$ cat src/rtl/uart_pkg.sv
// Shared types and constants for the UART receive framing path.
package uart_pkg;

    typedef enum logic [2:0] {HUNT, LEN, PAYLOAD, CHK, EMIT} state_t;

    localparam logic [1:0] ERR_NONE = 2'd0;
    localparam logic [1:0] ERR_LEN  = 2'd1;
    localparam logic [1:0] ERR_CHK  = 2'd2;
    localparam logic [1:0] ERR_TMO  = 2'd3;

    localparam logic [7:0] SOF_DEFAULT = 8'hA5;

endpackage

$ cat src/rtl/uart_frame_buf.sv
// Payload holding buffer: one synchronous write port, one combinational read port.
module uart_frame_buf #(
    parameter int MAX_LEN = 16,
    parameter int AW      = 4
) (
    input  logic          clk,
    input  logic          we,
    input  logic [AW-1:0] waddr,
    input  logic [7:0]    wdata,
    input  logic [AW-1:0] raddr,
    output logic [7:0]    rdata
);

    logic [7:0] mem [MAX_LEN];

    // NOTE: storage arrays carry no reset; every entry is written before it is read.
    // NOTE: clocked state uses non-blocking assignment so all flops update together.
    always_ff @(posedge clk) begin
        if (we) begin
            mem[waddr] <= wdata;
        end
    end

    assign rdata = mem[raddr];

endmodule

$ cat src/rtl/uart_frame_parser.sv
// Receive framing stage: drains the RX FIFO, validates SOF/LEN/payload/CHK frames
// and streams the payload out only after the checksum has passed.
module uart_frame_parser
    import uart_pkg::*;
#(
    parameter int         MAX_LEN     = 16,
    parameter logic [7:0] SOF_BYTE    = SOF_DEFAULT,
    parameter int         TIMEOUT_CYC = 100000
) (
    input  logic       clk,
    input  logic       rst,
    output logic       rx_rd_en,
    input  logic [7:0] rx_rd_data,
    input  logic       rx_empty,
    output logic       m_valid,
    output logic [7:0] m_data,
    output logic       m_last,
    input  logic       m_ready,
    output logic       frame_ok,
    output logic       frame_err,
    output logic [1:0] err_code,
    output logic       busy
);

    localparam int LW = $clog2(MAX_LEN + 1);
    localparam int IW = (MAX_LEN > 1) ? $clog2(MAX_LEN) : 1;
    localparam int TW = $clog2(TIMEOUT_CYC);

    state_t          state, state_nx;
    logic            rd_pend, rd_pend_nx;
    logic [LW-1:0]   len, len_nx;
    logic [LW-1:0]   idx, idx_nx;
    logic [LW-1:0]   rd_idx, rd_idx_nx;
    logic [7:0]      chk, chk_nx;
    logic [TW-1:0]   tmo_cnt, tmo_nx;
    logic [1:0]      err_code_q, err_code_nx;
    logic            capture, in_frame, tmo_fire, buf_we;
    logic [7:0]      buf_rdata;

    // The byte requested last cycle is on rx_rd_data now.
    assign capture  = rd_pend;
    assign in_frame = state inside {LEN, PAYLOAD, CHK};
    assign tmo_fire = in_frame && !capture && (tmo_cnt == TW'(TIMEOUT_CYC - 1));
    assign buf_we   = (state == PAYLOAD) && capture;
    assign busy     = (state != HUNT);
    // The reason is visible during the pulse itself and held afterwards.
    assign err_code = frame_err ? err_code_nx : err_code_q;

    uart_frame_buf #(.MAX_LEN(MAX_LEN), .AW(IW)) u_buf (
        .clk   (clk),
        .we    (buf_we),
        .waddr (idx[IW-1:0]),
        .wdata (rx_rd_data),
        .raddr (rd_idx[IW-1:0]),
        .rdata (buf_rdata)
    );

    // NOTE: every combinational output gets a default first so no latch is inferred.
    always_comb begin
        state_nx    = state;
        rd_pend_nx  = rd_pend;
        len_nx      = len;
        idx_nx      = idx;
        rd_idx_nx   = rd_idx;
        chk_nx      = chk;
        err_code_nx = err_code_q;
        tmo_nx      = in_frame ? tmo_cnt + TW'(1) : '0;
        rx_rd_en    = 1'b0;
        m_valid     = 1'b0;
        m_data      = '0;
        m_last      = 1'b0;
        frame_ok    = 1'b0;
        frame_err   = 1'b0;

        if (capture) begin
            rd_pend_nx = 1'b0;
            tmo_nx     = '0;
        end
        if (rst && state != EMIT && !rd_pend && !rx_empty && !tmo_fire) begin
            rx_rd_en   = 1'b1;
            rd_pend_nx = 1'b1;
        end

        case (state)
            HUNT: begin
                if (capture && rx_rd_data == SOF_BYTE) state_nx = LEN;
            end
            LEN: begin
                if (capture) begin
                    if (rx_rd_data == 8'd0 || rx_rd_data > 8'(MAX_LEN)) begin
                        frame_err   = 1'b1;
                        err_code_nx = ERR_LEN;
                        state_nx    = HUNT;
                    end else begin
                        len_nx   = rx_rd_data[LW-1:0];
                        chk_nx   = rx_rd_data;
                        idx_nx   = '0;
                        state_nx = PAYLOAD;
                    end
                end
            end
            PAYLOAD: begin
                if (capture) begin
                    chk_nx = chk ^ rx_rd_data;
                    idx_nx = idx + LW'(1);
                    if (idx + LW'(1) == len) state_nx = CHK;
                end
            end
            CHK: begin
                if (capture) begin
                    if (rx_rd_data == chk) begin
                        rd_idx_nx = '0;
                        state_nx  = EMIT;
                    end else begin
                        frame_err   = 1'b1;
                        err_code_nx = ERR_CHK;
                        state_nx    = HUNT;
                    end
                end
            end
            EMIT: begin
                m_valid = 1'b1;
                m_data  = buf_rdata;
                m_last  = (rd_idx == len - LW'(1));
                if (m_ready) begin
                    rd_idx_nx = rd_idx + LW'(1);
                    if (m_last) begin
                        frame_ok = 1'b1;
                        state_nx = HUNT;
                    end
                end
            end
            default: state_nx = HUNT;
        endcase

        if (tmo_fire) begin
            frame_err   = 1'b1;
            err_code_nx = ERR_TMO;
            state_nx    = HUNT;
            rd_pend_nx  = 1'b0;
            tmo_nx      = '0;
        end
    end

    always_ff @(posedge clk or negedge rst) begin
        if (!rst) begin
            state      <= HUNT;
            rd_pend    <= 1'b0;
            len        <= '0;
            idx        <= '0;
            rd_idx     <= '0;
            chk        <= '0;
            tmo_cnt    <= '0;
            err_code_q <= ERR_NONE;
        end else begin
            state      <= state_nx;
            rd_pend    <= rd_pend_nx;
            len        <= len_nx;
            idx        <= idx_nx;
            rd_idx     <= rd_idx_nx;
            chk        <= chk_nx;
            tmo_cnt    <= tmo_nx;
            err_code_q <= err_code_nx;
        end
    end

endmodule
$ cat config.mk
export PLATFORM = sky130hd
export DESIGN_NAME = uart_frame_parser
export DESIGN_NICKNAME = d
export VERILOG_FILES = /design/src/rtl/uart_pkg.sv /design/src/rtl/uart_frame_buf.sv /design/src/rtl/uart_frame_parser.sv
export SDC_FILE = /design/constraint.sdc
export NUM_CORES = 1
export LEC_CHECK = 0
export ABC_CLOCK_PERIOD_IN_PS = 4140
export CORE_MARGIN = 4
export CORE_UTILIZATION = 61
export CTS_CLUSTER_DIAMETER = 80
export DETAILED_ROUTE_END_ITERATION = 8
export DONT_BUFFER_PORTS = 1
export PLACE_DENSITY = 0.77
export SLEW_MARGIN = 20
export SYNTH_ARGS = -nofsm -noshare
export SYNTH_HDL_FRONTEND = slang
export SYNTH_SLANG_ARGS = --single-unit
export TNS_END_PERCENT = 1
$ cat constraint.sdc
create_clock -name clk -period 4.14 [get_ports clk]
set_input_delay 0.621 -clock clk [delete_from_list [all_inputs] [get_ports clk]]
set_output_delay 0.621 -clock clk [all_outputs]
set_load 0.05 [all_outputs]
==> impl_metrics.tcl <==
set metrics [dict create \
    cts_sinks 174 \
    nFillCells 788 \
    instances_no_fill 700 \
    drv_cap 0 \
    antenna_found_initial 0 \
    drtIter0Drc 540 \
    post_cts_buffers 0 \
    end_kind "output port" \
    outcome "completed" \
    overflow 0 \
    tns_ns 0 \
    synth_warnings 0 \
    synth_edf_count 128 \
    clock_latency_ns 0.43 \
    std_cell_rows 40 \
    finalInstanceArea_mm2 0.00854 \
    ctsRootBufferMaster "clkbuf_16" \
    syn_nets 531 \
    fp.dieW_um 121 \
    syn_area_mm2 0.00777 \
    pin_count 28 \
    synth_compound_area_frac 0.0480 \
    io_buffers 0 \
    drcViolationCount 0 \
    synth_top_family_by_area "multiplexers" \
    power_frac_clock 0.353 \
    seq_power_share 0.491 \
    cts_hold_buffers 1 \
    ys_seq_area_frac 0.643 \
    timing.final.crit_share 0.834 \
    start_kind "flop" \
    rsz0062_at_grt "false" \
    dieArea_mm2 0.0146 \
    synth_area_leaders "edfxtp_1, dfrtp_1, mux4_2, xnor2_1, nor2_1" \
    hpwl_um 10500 \
    hold_slack_ns 0.0233 \
    htreeDepth 4 \
    track_usage 0.245 \
    crit_path_start "rd_idx[0]" \
    cts_tree "done" \
    avgSynthCellArea_um2 15.2 \
    critical_path_class "reg -> out" \
    grt_max_degree 47 \
    min_period_ns 3.45 \
    routedWlPerCell_um 24.0 \
    netlist_instances 512 \
    slew_viol_final 0 \
    grt_pass1_wl_um 26200 \
    via_per_inst 6.47 \
    ant_nets 0 \
    synth_top_area_share 0.495 \
    crit_path_max_fanout 16 \
    peakVddDrop_uv 311 \
    post-place-ws_ns 1.17 \
    firstDrtPassIters 5 \
    core_area_mm2 0.0123 \
    r2r_start "state[2]" \
    start_util 0.634 \
    clk_path_buf_depth 2 \
    power.density_mw_per_mm2 516 \
    power.total_mw 4.40 \
    synth_top_area_cell "edfxtp_1" \
    leakage_nw 2.95 \
    finalHoldViolations 0 \
    synthSimpleGateAreaFrac 0.101 \
    synth.most_common_cell "edfxtp_1" \
    grt_pass1_vias 4487 \
    synthArstFlopShare 0.264 \
    hold_class "in -> async" \
    synth-adder-area-share 0.0113 \
    syn2layout_area_growth_pct 9.89 \
    clk_pin_slew_worst_paths_ns 0.06 \
    ys_types 53 \
    crit_required_ns 3.52 \
    num_vias 4530 \
    synth-seq-cells 174 \
    nNetsFinal 539 \
    sw_frac_of_total 0.283 \
    numCtsBuffers 17 \
    die_h_um 121 \
    p_sw_mw 1.24 \
    finalSetupViolCount 0 \
    ys.flop_type "edfxtp_1" \
    internal_power_mw 3.16 \
    drive_above_1_share 0.182 \
    synth_xor_area_frac 0.0406 \
    n_antenna_cell 0 \
    cts_resized 0 \
    power_frac_comb 0.156 \
    worst_pin_slew_ns 0.996 \
    drt-total-wl_um 16800 \
    gp_congestion 0.796 \
    fmax_ghz 0.290 \
    finish.utilization 0.696 \
    cp.arrival_ns 2.83 \
    finClkSkew_ns 0.00558 \
    setup_slack_ns 0.689 \
    synth_commonest_cells "edfxtp_1, dfrtp_1, mux4_2" \
    synthMuxAreaShare 0.129 \
    placed_area_mm2 0.00794 \
    post-place-cells 668 \
    max_slew_margin 0.331 \
]
[area by class of cell]
| type | instances | area, um2 | area share |
|---|---|---|---|
| clock buffer | 17 | 425 | 0.0498 |
| clock inverter | 14 | 141 | 0.0166 |
| inverter | 10 | 37.5 | 0.00440 |
| multi-input combinational | 302 | 2580 | 0.302 |
| sequential | 174 | 5000 | 0.585 |
| tap | 168 | 210 | 0.0246 |
| timing repair buffer | 15 | 145 | 0.0170 |
[worst paths after layout]
check / endpoint / slack [ns] / cells after the start
min in group clk: u_buf.mem[12][7] / 0.28 / 0
setup reg to reg: u_buf.mem[12][4] / 1.51 / 4
hold reg to reg: tmo_cnt[0] / 0.49 / 1
max in group asynchronous: tmo_cnt[2] / 3.90 / 1
hold / removal: rd_idx[2] / 0.02 / 1
setup / recovery: m_data[0] / 0.69 / 4
[sequential cells by signal, indices dropped and copies added, names as in the netlist]
signal,flops
len,5
idx,5
chk,8
tmo_cnt,17
u_buf.mem,128
state,3
rd_idx,5
capture,1
err_code_q,2
[cell usage in the layout, fill, tap and decap left out, types with 2 or more instances in the layout]
cell type,n
nand4_1,8
ha_1,7
a21o_1,2
mux2_4,5
a21oi_1,19
buf_4,13
and2_1,11
o21ai_0,17
mux4_2,40
a41oi_1,4
or3_1,3
nor3_1,11
nor2_1,36
bufinv_16,2
and3_1,9
nand2b_1,5
edfxtp_1,128
o21ai_1,2
inv_6,4
nand3_1,20
clkbuf_16,17
mux2_2,2
nand2_1,26
clkinvlp_4,2
a31oi_1,9
xnor2_1,22
inv_1,10
o31ai_1,2
clkinv_1,4
nor4b_1,2
xor2_1,14
nor2b_1,4
dfrtp_1,45
[power groups by stage]
stage / clock (mW) / sequential (mW) / combinational, mW
finish: 1.55 / 2.16 / 0.685
global route: 1.65 / 2.18 / 0.762
CTS: 1.56 / 2.16 / 0.684
detailed placement: 0 / 2.19 / 0.662
global placement: 0 / 2.18 / 0.624
floorplan: 0 / 2.12 / 0.582
[kinds of logic (layout without fill, tap and decap cells)]
group	Yosys count	count (layout)
muxes	47	47
adders and majority gates	7	7
and+or+nand+nor	150	150
AOI/OAI and AO/OA	62	62
buffers and inverters	36	56
xor gates and xnor gates	36	36
DFF	174	174
[metal layers]
metal,wire length (um),up-vias,GRT usage
met5,0,-,0
met4,457,0,0.0914
met3,1240,35,0.0541
met2,8600,208,0.402
met1,6540,2301,0.326
li1,-,1986,-
[worst max-delay path, stage by stage, from the launching register on]
cell,delay [ns]
dfrtp_2,0.70
buf_12,0.24
mux4_2,0.56
mux4_2,0.52
and2_1,0.36
Power figures use the tool's default switching activity.
